**src/rtl/mem_arbiter_if.sv**
```systemverilog
// Requester-side bundle for the two-port RAM arbiter: per-port request fields,
// grant/read-valid strobes and the shared read-data return.
interface mem_arbiter_if #(
  parameter int ADDR_W = 16,
  parameter int DATA_W = 32
) ();
  logic              req0;
  logic              req1;
  logic              we0;
  logic              we1;
  logic [ADDR_W-1:0] addr0;
  logic [ADDR_W-1:0] addr1;
  logic [DATA_W-1:0] wdata0;
  logic [DATA_W-1:0] wdata1;
  logic              gnt0;
  logic              gnt1;
  logic              rvalid0;
  logic              rvalid1;
  logic [DATA_W-1:0] rdata;

  modport master (
    output req0, req1, we0, we1, addr0, addr1, wdata0, wdata1,
    input  gnt0, gnt1, rvalid0, rvalid1, rdata
  );

  modport slave (
    input  req0, req1, we0, we1, addr0, addr1, wdata0, wdata1,
    output gnt0, gnt1, rvalid0, rvalid1, rdata
  );
endinterface

```
**src/rtl/mem_arbiter.sv**
```systemverilog
// Two-requester arbiter for a single-port synchronous RAM (port 0 = CPU,
// port 1 = loader/debug). One access issued every two cycles, reads return one cycle later.
module mem_arbiter #(
  parameter int ADDR_W     = 16,
  parameter int DATA_W     = 32,
  parameter int FIXED_PRIO = 0
) (
  input  logic              clk,
  input  logic              rst_n,
  mem_arbiter_if.slave      bus,
  output logic [ADDR_W-1:0] memAddress_o,
  output logic [DATA_W-1:0] memData_o,
  output logic              memWren_o,
  input  logic [DATA_W-1:0] memQ_i,
  output logic [7:0]        status_o
);

  typedef enum logic {IDLE, BUSY} state_t;

  localparam bit FixedPrio = (FIXED_PRIO != 0);

  state_t            state_q, state_d;
  logic              gnt0_q, gnt0_d;
  logic              gnt1_q, gnt1_d;
  logic              rvalid0_q, rvalid0_d;
  logic              rvalid1_q, rvalid1_d;
  logic              memWren_q, memWren_d;
  logic [ADDR_W-1:0] memAddress_q, memAddress_d;
  logic [DATA_W-1:0] memData_q, memData_d;
  logic              lastWinner_q, lastWinner_d;

  logic anyReq;
  logic pick1;

  // lastWinner_q=1 means port 1 won last, so port 0 takes the next tie.
  assign anyReq = bus.req0 | bus.req1;
  assign pick1  = bus.req1 & ~(bus.req0 & (FixedPrio | lastWinner_q));

  always_ff @(posedge clk or negedge rst_n) begin
    if (!rst_n) begin
      state_q      <= IDLE;
      gnt0_q       <= 1'b0;
      gnt1_q       <= 1'b0;
      rvalid0_q    <= 1'b0;
      rvalid1_q    <= 1'b0;
      memWren_q    <= 1'b0;
      memAddress_q <= '0;
      memData_q    <= '0;
      lastWinner_q <= 1'b1;
    end else begin
      state_q      <= state_d;
      gnt0_q       <= gnt0_d;
      gnt1_q       <= gnt1_d;
      rvalid0_q    <= rvalid0_d;
      rvalid1_q    <= rvalid1_d;
      memWren_q    <= memWren_d;
      memAddress_q <= memAddress_d;
      memData_q    <= memData_d;
      lastWinner_q <= lastWinner_d;
    end
  end

  always_comb begin
    state_d = state_q;
    case (state_q)
      IDLE:    if (anyReq) state_d = BUSY;
      BUSY:    state_d = IDLE;
      default: state_d = IDLE;
    endcase
  end

  // The write enable of the granted access tells BUSY whether a read is in flight.
  always_comb begin
    gnt0_d       = 1'b0;
    gnt1_d       = 1'b0;
    rvalid0_d    = 1'b0;
    rvalid1_d    = 1'b0;
    memWren_d    = 1'b0;
    memAddress_d = memAddress_q;
    memData_d    = memData_q;
    lastWinner_d = lastWinner_q;
    case (state_q)
      IDLE: begin
        if (anyReq) begin
          gnt0_d       = ~pick1;
          gnt1_d       = pick1;
          memWren_d    = pick1 ? bus.we1 : bus.we0;
          memAddress_d = pick1 ? bus.addr1 : bus.addr0;
          memData_d    = pick1 ? bus.wdata1 : bus.wdata0;
          lastWinner_d = pick1;
        end
      end
      BUSY: begin
        rvalid0_d = gnt0_q & ~memWren_q;
        rvalid1_d = gnt1_q & ~memWren_q;
      end
      default: ;
    endcase
  end

  assign bus.gnt0     = gnt0_q;
  assign bus.gnt1     = gnt1_q;
  assign bus.rvalid0  = rvalid0_q;
  assign bus.rvalid1  = rvalid1_q;
  assign bus.rdata    = memQ_i;
  assign memAddress_o = memAddress_q;
  assign memData_o    = memData_q;
  assign memWren_o    = memWren_q;
  assign status_o     = {5'b0, (state_q == BUSY), lastWinner_q, bus.req0 & bus.req1};

endmodule

```
**src/flat_wrapper.sv**
```systemverilog
// flat-port wrapper written by rule: the top's interface ports become plain ports
module mem_arbiter_flat 
#(
  parameter int ADDR_W     = 16,
  parameter int DATA_W     = 32,
  parameter int FIXED_PRIO = 0
)
  (clk, rst_n, memAddress_o, memData_o, memWren_o, memQ_i, status_o, bus_req0, bus_req1, bus_we0, bus_we1, bus_addr0, bus_addr1, bus_wdata0, bus_wdata1, bus_gnt0, bus_gnt1, bus_rvalid0, bus_rvalid1, bus_rdata);
  mem_arbiter_if #(.ADDR_W(ADDR_W), .DATA_W(DATA_W)) bus_i ();
  input  logic clk;
  input  logic rst_n;
  output logic [ADDR_W-1:0] memAddress_o;
  output logic [DATA_W-1:0] memData_o;
  output logic memWren_o;
  input  logic [DATA_W-1:0] memQ_i;
  output logic [7:0] status_o;
  input wire logic [$bits(bus_i.req0)-1:0] bus_req0;
  input wire logic [$bits(bus_i.req1)-1:0] bus_req1;
  input wire logic [$bits(bus_i.we0)-1:0] bus_we0;
  input wire logic [$bits(bus_i.we1)-1:0] bus_we1;
  input wire logic [$bits(bus_i.addr0)-1:0] bus_addr0;
  input wire logic [$bits(bus_i.addr1)-1:0] bus_addr1;
  input wire logic [$bits(bus_i.wdata0)-1:0] bus_wdata0;
  input wire logic [$bits(bus_i.wdata1)-1:0] bus_wdata1;
  output wire logic [$bits(bus_i.gnt0)-1:0] bus_gnt0;
  output wire logic [$bits(bus_i.gnt1)-1:0] bus_gnt1;
  output wire logic [$bits(bus_i.rvalid0)-1:0] bus_rvalid0;
  output wire logic [$bits(bus_i.rvalid1)-1:0] bus_rvalid1;
  output wire logic [$bits(bus_i.rdata)-1:0] bus_rdata;
  assign bus_i.req0 = bus_req0;
  assign bus_i.req1 = bus_req1;
  assign bus_i.we0 = bus_we0;
  assign bus_i.we1 = bus_we1;
  assign bus_i.addr0 = bus_addr0;
  assign bus_i.addr1 = bus_addr1;
  assign bus_i.wdata0 = bus_wdata0;
  assign bus_i.wdata1 = bus_wdata1;
  assign bus_gnt0 = bus_i.gnt0;
  assign bus_gnt1 = bus_i.gnt1;
  assign bus_rvalid0 = bus_i.rvalid0;
  assign bus_rvalid1 = bus_i.rvalid1;
  assign bus_rdata = bus_i.rdata;
  mem_arbiter #(.ADDR_W(ADDR_W), .DATA_W(DATA_W), .FIXED_PRIO(FIXED_PRIO)) u_core (.clk(clk), .rst_n(rst_n), .bus(bus_i), .memAddress_o(memAddress_o), .memData_o(memData_o), .memWren_o(memWren_o), .memQ_i(memQ_i), .status_o(status_o));
endmodule
```
**config.mk**
```make
export PLATFORM = sky130hd
export DESIGN_NAME = mem_arbiter_flat
export DESIGN_NICKNAME = d
export VERILOG_FILES = /design/src/rtl/mem_arbiter_if.sv /design/src/rtl/mem_arbiter.sv /design/src/flat_wrapper.sv
export SDC_FILE = /design/constraint.sdc
export NUM_CORES = 1
export LEC_CHECK = 0
export CAP_MARGIN = 40
export CORE_UTILIZATION = 35
export DETAILED_ROUTE_END_ITERATION = 10
export PLACE_DENSITY = 0.87
export SYNTH_ARGS = -nofsm -noshare
export SYNTH_HDL_FRONTEND = slang
export SYNTH_SLANG_ARGS = --single-unit
```
**constraint.sdc**
```tcl
create_clock -name clk -period 4.1 [get_ports clk]
set_clock_uncertainty 0.2 [all_clocks]
set_input_delay 0.82 -clock clk [delete_from_list [all_inputs] [get_ports clk]]
set_output_delay 0.82 -clock clk [all_outputs]
set_load 0.02 [all_outputs]
```
==> impl_metrics.toml <==
[clocking]
cts_tree = "built"
ctsHoldBuffers = 0
ctsResizeCount = 0
cts_setup_buffers = 0
clkLatencyLatePin_ns = 0.30
cts-buffers-inserted = 5
htreeDepth = 2
cts.clk_slew.worst_paths_ns = 0.09
clock-sinks = 55
root_buffer = "clkbuf_8"
cts_max_path_buffers = 2

[timing]
final_max_slew_viol_count = 0
hold_ws_ns = 0.1764
tns_ns = 0
finalCritPeriodShare_pct = 80.55
timing.fmax_ghz = 0.3028
tightest_slew_ns = 0.6189
slew_headroom_pct = 58.65
setup_violations = 0
finalHoldViolCount = 0
grt_setup_unrepaired = "false"
layout_min_cycle_time_ns = 3.303

[run]
cap_violations = 0

[final_layout]
fin_nets = 493
filler_cell_count = 622
drive_gt1_share_pct = 5.850
final_util_pct = 57.26
n_antenna_cell = 0
area_growth_pct = 57.00

[routing]
dr.pass1.iters = 4
vias = 2239
route.detailed.drc = 0
final_antenna_net_count = 0
detail_route.wl_per_cell_um = 16.25
avgViaCountPerCell = 4.889
first_iter_violations = 107
routed_wl_um = 7444

[global_routing]
overflow = 0
antenna_found_initial = 0
grt_max_degree = 33
grtUsageTotal_pct = 18.19
grt_pass1_wl_um = 10920
grt_pass1_vias = 2208

[placement]
io_buffers = 157
hpwl_um = 5594
gp_congestion = 0.7204

[critical_path]
r2r-start = "u_core.state_q"
path_class = "in2out"
cp_data_required_time_ns = 3.08
cp_slowest_cell = "clkdlybuf4s50_1"
worst_setup_path_start_kind = "input port"
crit_path_start = "bus_req0"
rrSetupSlack_ns = 2.06
cp-end-kind = "output port"
slowest_delay_ns = 0.68
cp_max_fo = 6
crit_path_cell_trace = "clkdlybuf4s50_1, and2_1, clkdlybuf4s50_1"
cpMostUsedCell = "clkdlybuf4s50_1"
arrival_ns = 2.28

[synth]
ys_seq_elements = 55
synthMuxAreaShare_pct = 0
synth.area.top_cells = "dfrtp_1 51%, a221o_1 15%, buf_4 11%"
synth_top_family_by_area = "compound AO/OA/AOI/OAI gates"
synth_warnings = 0
ys_types = 22
synth_xor_xnor_area_share_pct = 0
synth_fa_ha_area_share_pct = 0
synth_compound_area_share_pct = 20.54
seq_area_frac_synth_pct = 51.52
synth-simple-area-share_pct = 13.01
synthCells = 238
syn_avg_cell_area_um2 = 11.23
synth.largest_area_cell = "dfrtp_1"
synth_area_mm2 = 0.002674
synth_top_cell_area_share_pct = 50.54

[power]
p_leak_nw = 1.721
cellPowerDensity_mw_per_mm2 = 440.5
peakVddDrop_uv = 202.3

[run_status]
status = "finished clean"

[floorplanning]
die_h_um = 89.41
io_pins = 227
rows = 31
coreArea_mm2 = 0.007331
start_util_pct = 36.47
dieArea_mm2 = 0.007993
dieWidth_um = 89.41

[worst_hold_path]
min_path_type = "in2async"
## metal layers
metal,track usage [%],share of wire [%],vias to the layer above
li1,-,-,1042
met1,20.83,41,1077
met2,33.66,51,110
met3,4.524,7.5,10
met4,4.906,0.85,0
met5,0,0,-
## layout by cell type, fill, tap and decap left out, types with 4 or more instances in the layout
cell	count
a221o_1	40
buf_4	4
nor2_1	8
conb_1	5
clkbuf_8	5
and2_0	34
clkdlybuf4s50_1	156
a21oi_1	17
nand2_1	10
and2_1	7
dfrtp_1	54
## cell usage after synthesis
master     n
a211oi_4   1
a21bo_2    1
a21boi_2   1
a21oi_1   18
a221o_1   40
and2_0    34
and2_1     7
and3b_1    2
buf_2      7
buf_4     39
buf_6      4
clkbuf_1   3
conb_1     1
dfrtp_1   54
dfstp_2    1
inv_1      1
inv_2      2
nand2_1   10
nand2b_1   1
nor2_1     8
o21ai_0    2
o21bai_1   1
## critical path: cells and delay by family
kind / cells / cell delay [ns]
buf+inv: 2 / 1.28
simple gates: 1 / 0.18
## logic make-up (layout without fill, tap and decap cells)
group                  after synthesis  count (layout)
flip-flops                          55              55
AND/OR/NAND/NOR                     62              62
AO/OA/AOI/OAI                       64              64
buffers and inverters               56             173
other                                1               5
## power by group
group	switching (W)	leakage, nW	internal, W	total, W
registers	0.0000695	0.671	0.000663	0.000732
clock network	0.000167	0.0513	0.000179	0.000346
logic	0.000358	0.999	0.000413	0.000771
total	0.000594	1.72	0.00126	0.00185
## registers in the layout, indices dropped and copies added, names as in the netlist
name	cells
u_core.lastWinner_q	1
u_core.bus.rvalid1	1
u_core.bus.gnt0	1
u_core.bus.rvalid0	1
u_core.state_q	1
u_core.memData_o	32
u_core.memAddress_o	16
u_core.bus.gnt1	1
u_core.memWren_o	1
## through the flow
step | total power (W) | setup WS [ns] | std cells | cell area [um2]
2_1_floorplan | 0.001151 | 2.044 | 242 | 2689
3_3_place_gp | 0.001489 | 0.8203 | 449 | 4048
4_1_cts | 0.001871 | 0.7938 | 458 | 4198
3_5_place_dp | 0.001518 | 0.7986 | 451 | 4095
5_1_grt | 0.001951 | 0.7400 | 458 | 4198
6_report | 0.001849 | 0.7973 | 458 | 4198
## final timing paths
kind / end / depth (start not counted)
setup / recovery: status_o[0] / 3
min in group clk: u_core.bus.rvalid0 / 1
setup reg to reg: u_core.memData_o[3] / 4
max in group asynchronous: u_core.lastWinner_q / 3
hold / removal: u_core.memAddress_o[15] / 1
hold reg to reg: u_core.bus.rvalid0 / 1
## area by class of cell
class	instances	area [um2]	area share [%]
clock buffers	6	72.57	1.729
clock inverters	1	30.03	0.7153
inverters	3	11.26	0.2683
multi-input cells	131	938.4	22.35
flip-flops and latches	55	1378	32.82
well taps	99	123.9	2.951
repair buffers	163	1644	39.17
Note: power is estimated with default switching activity, not from simulation.
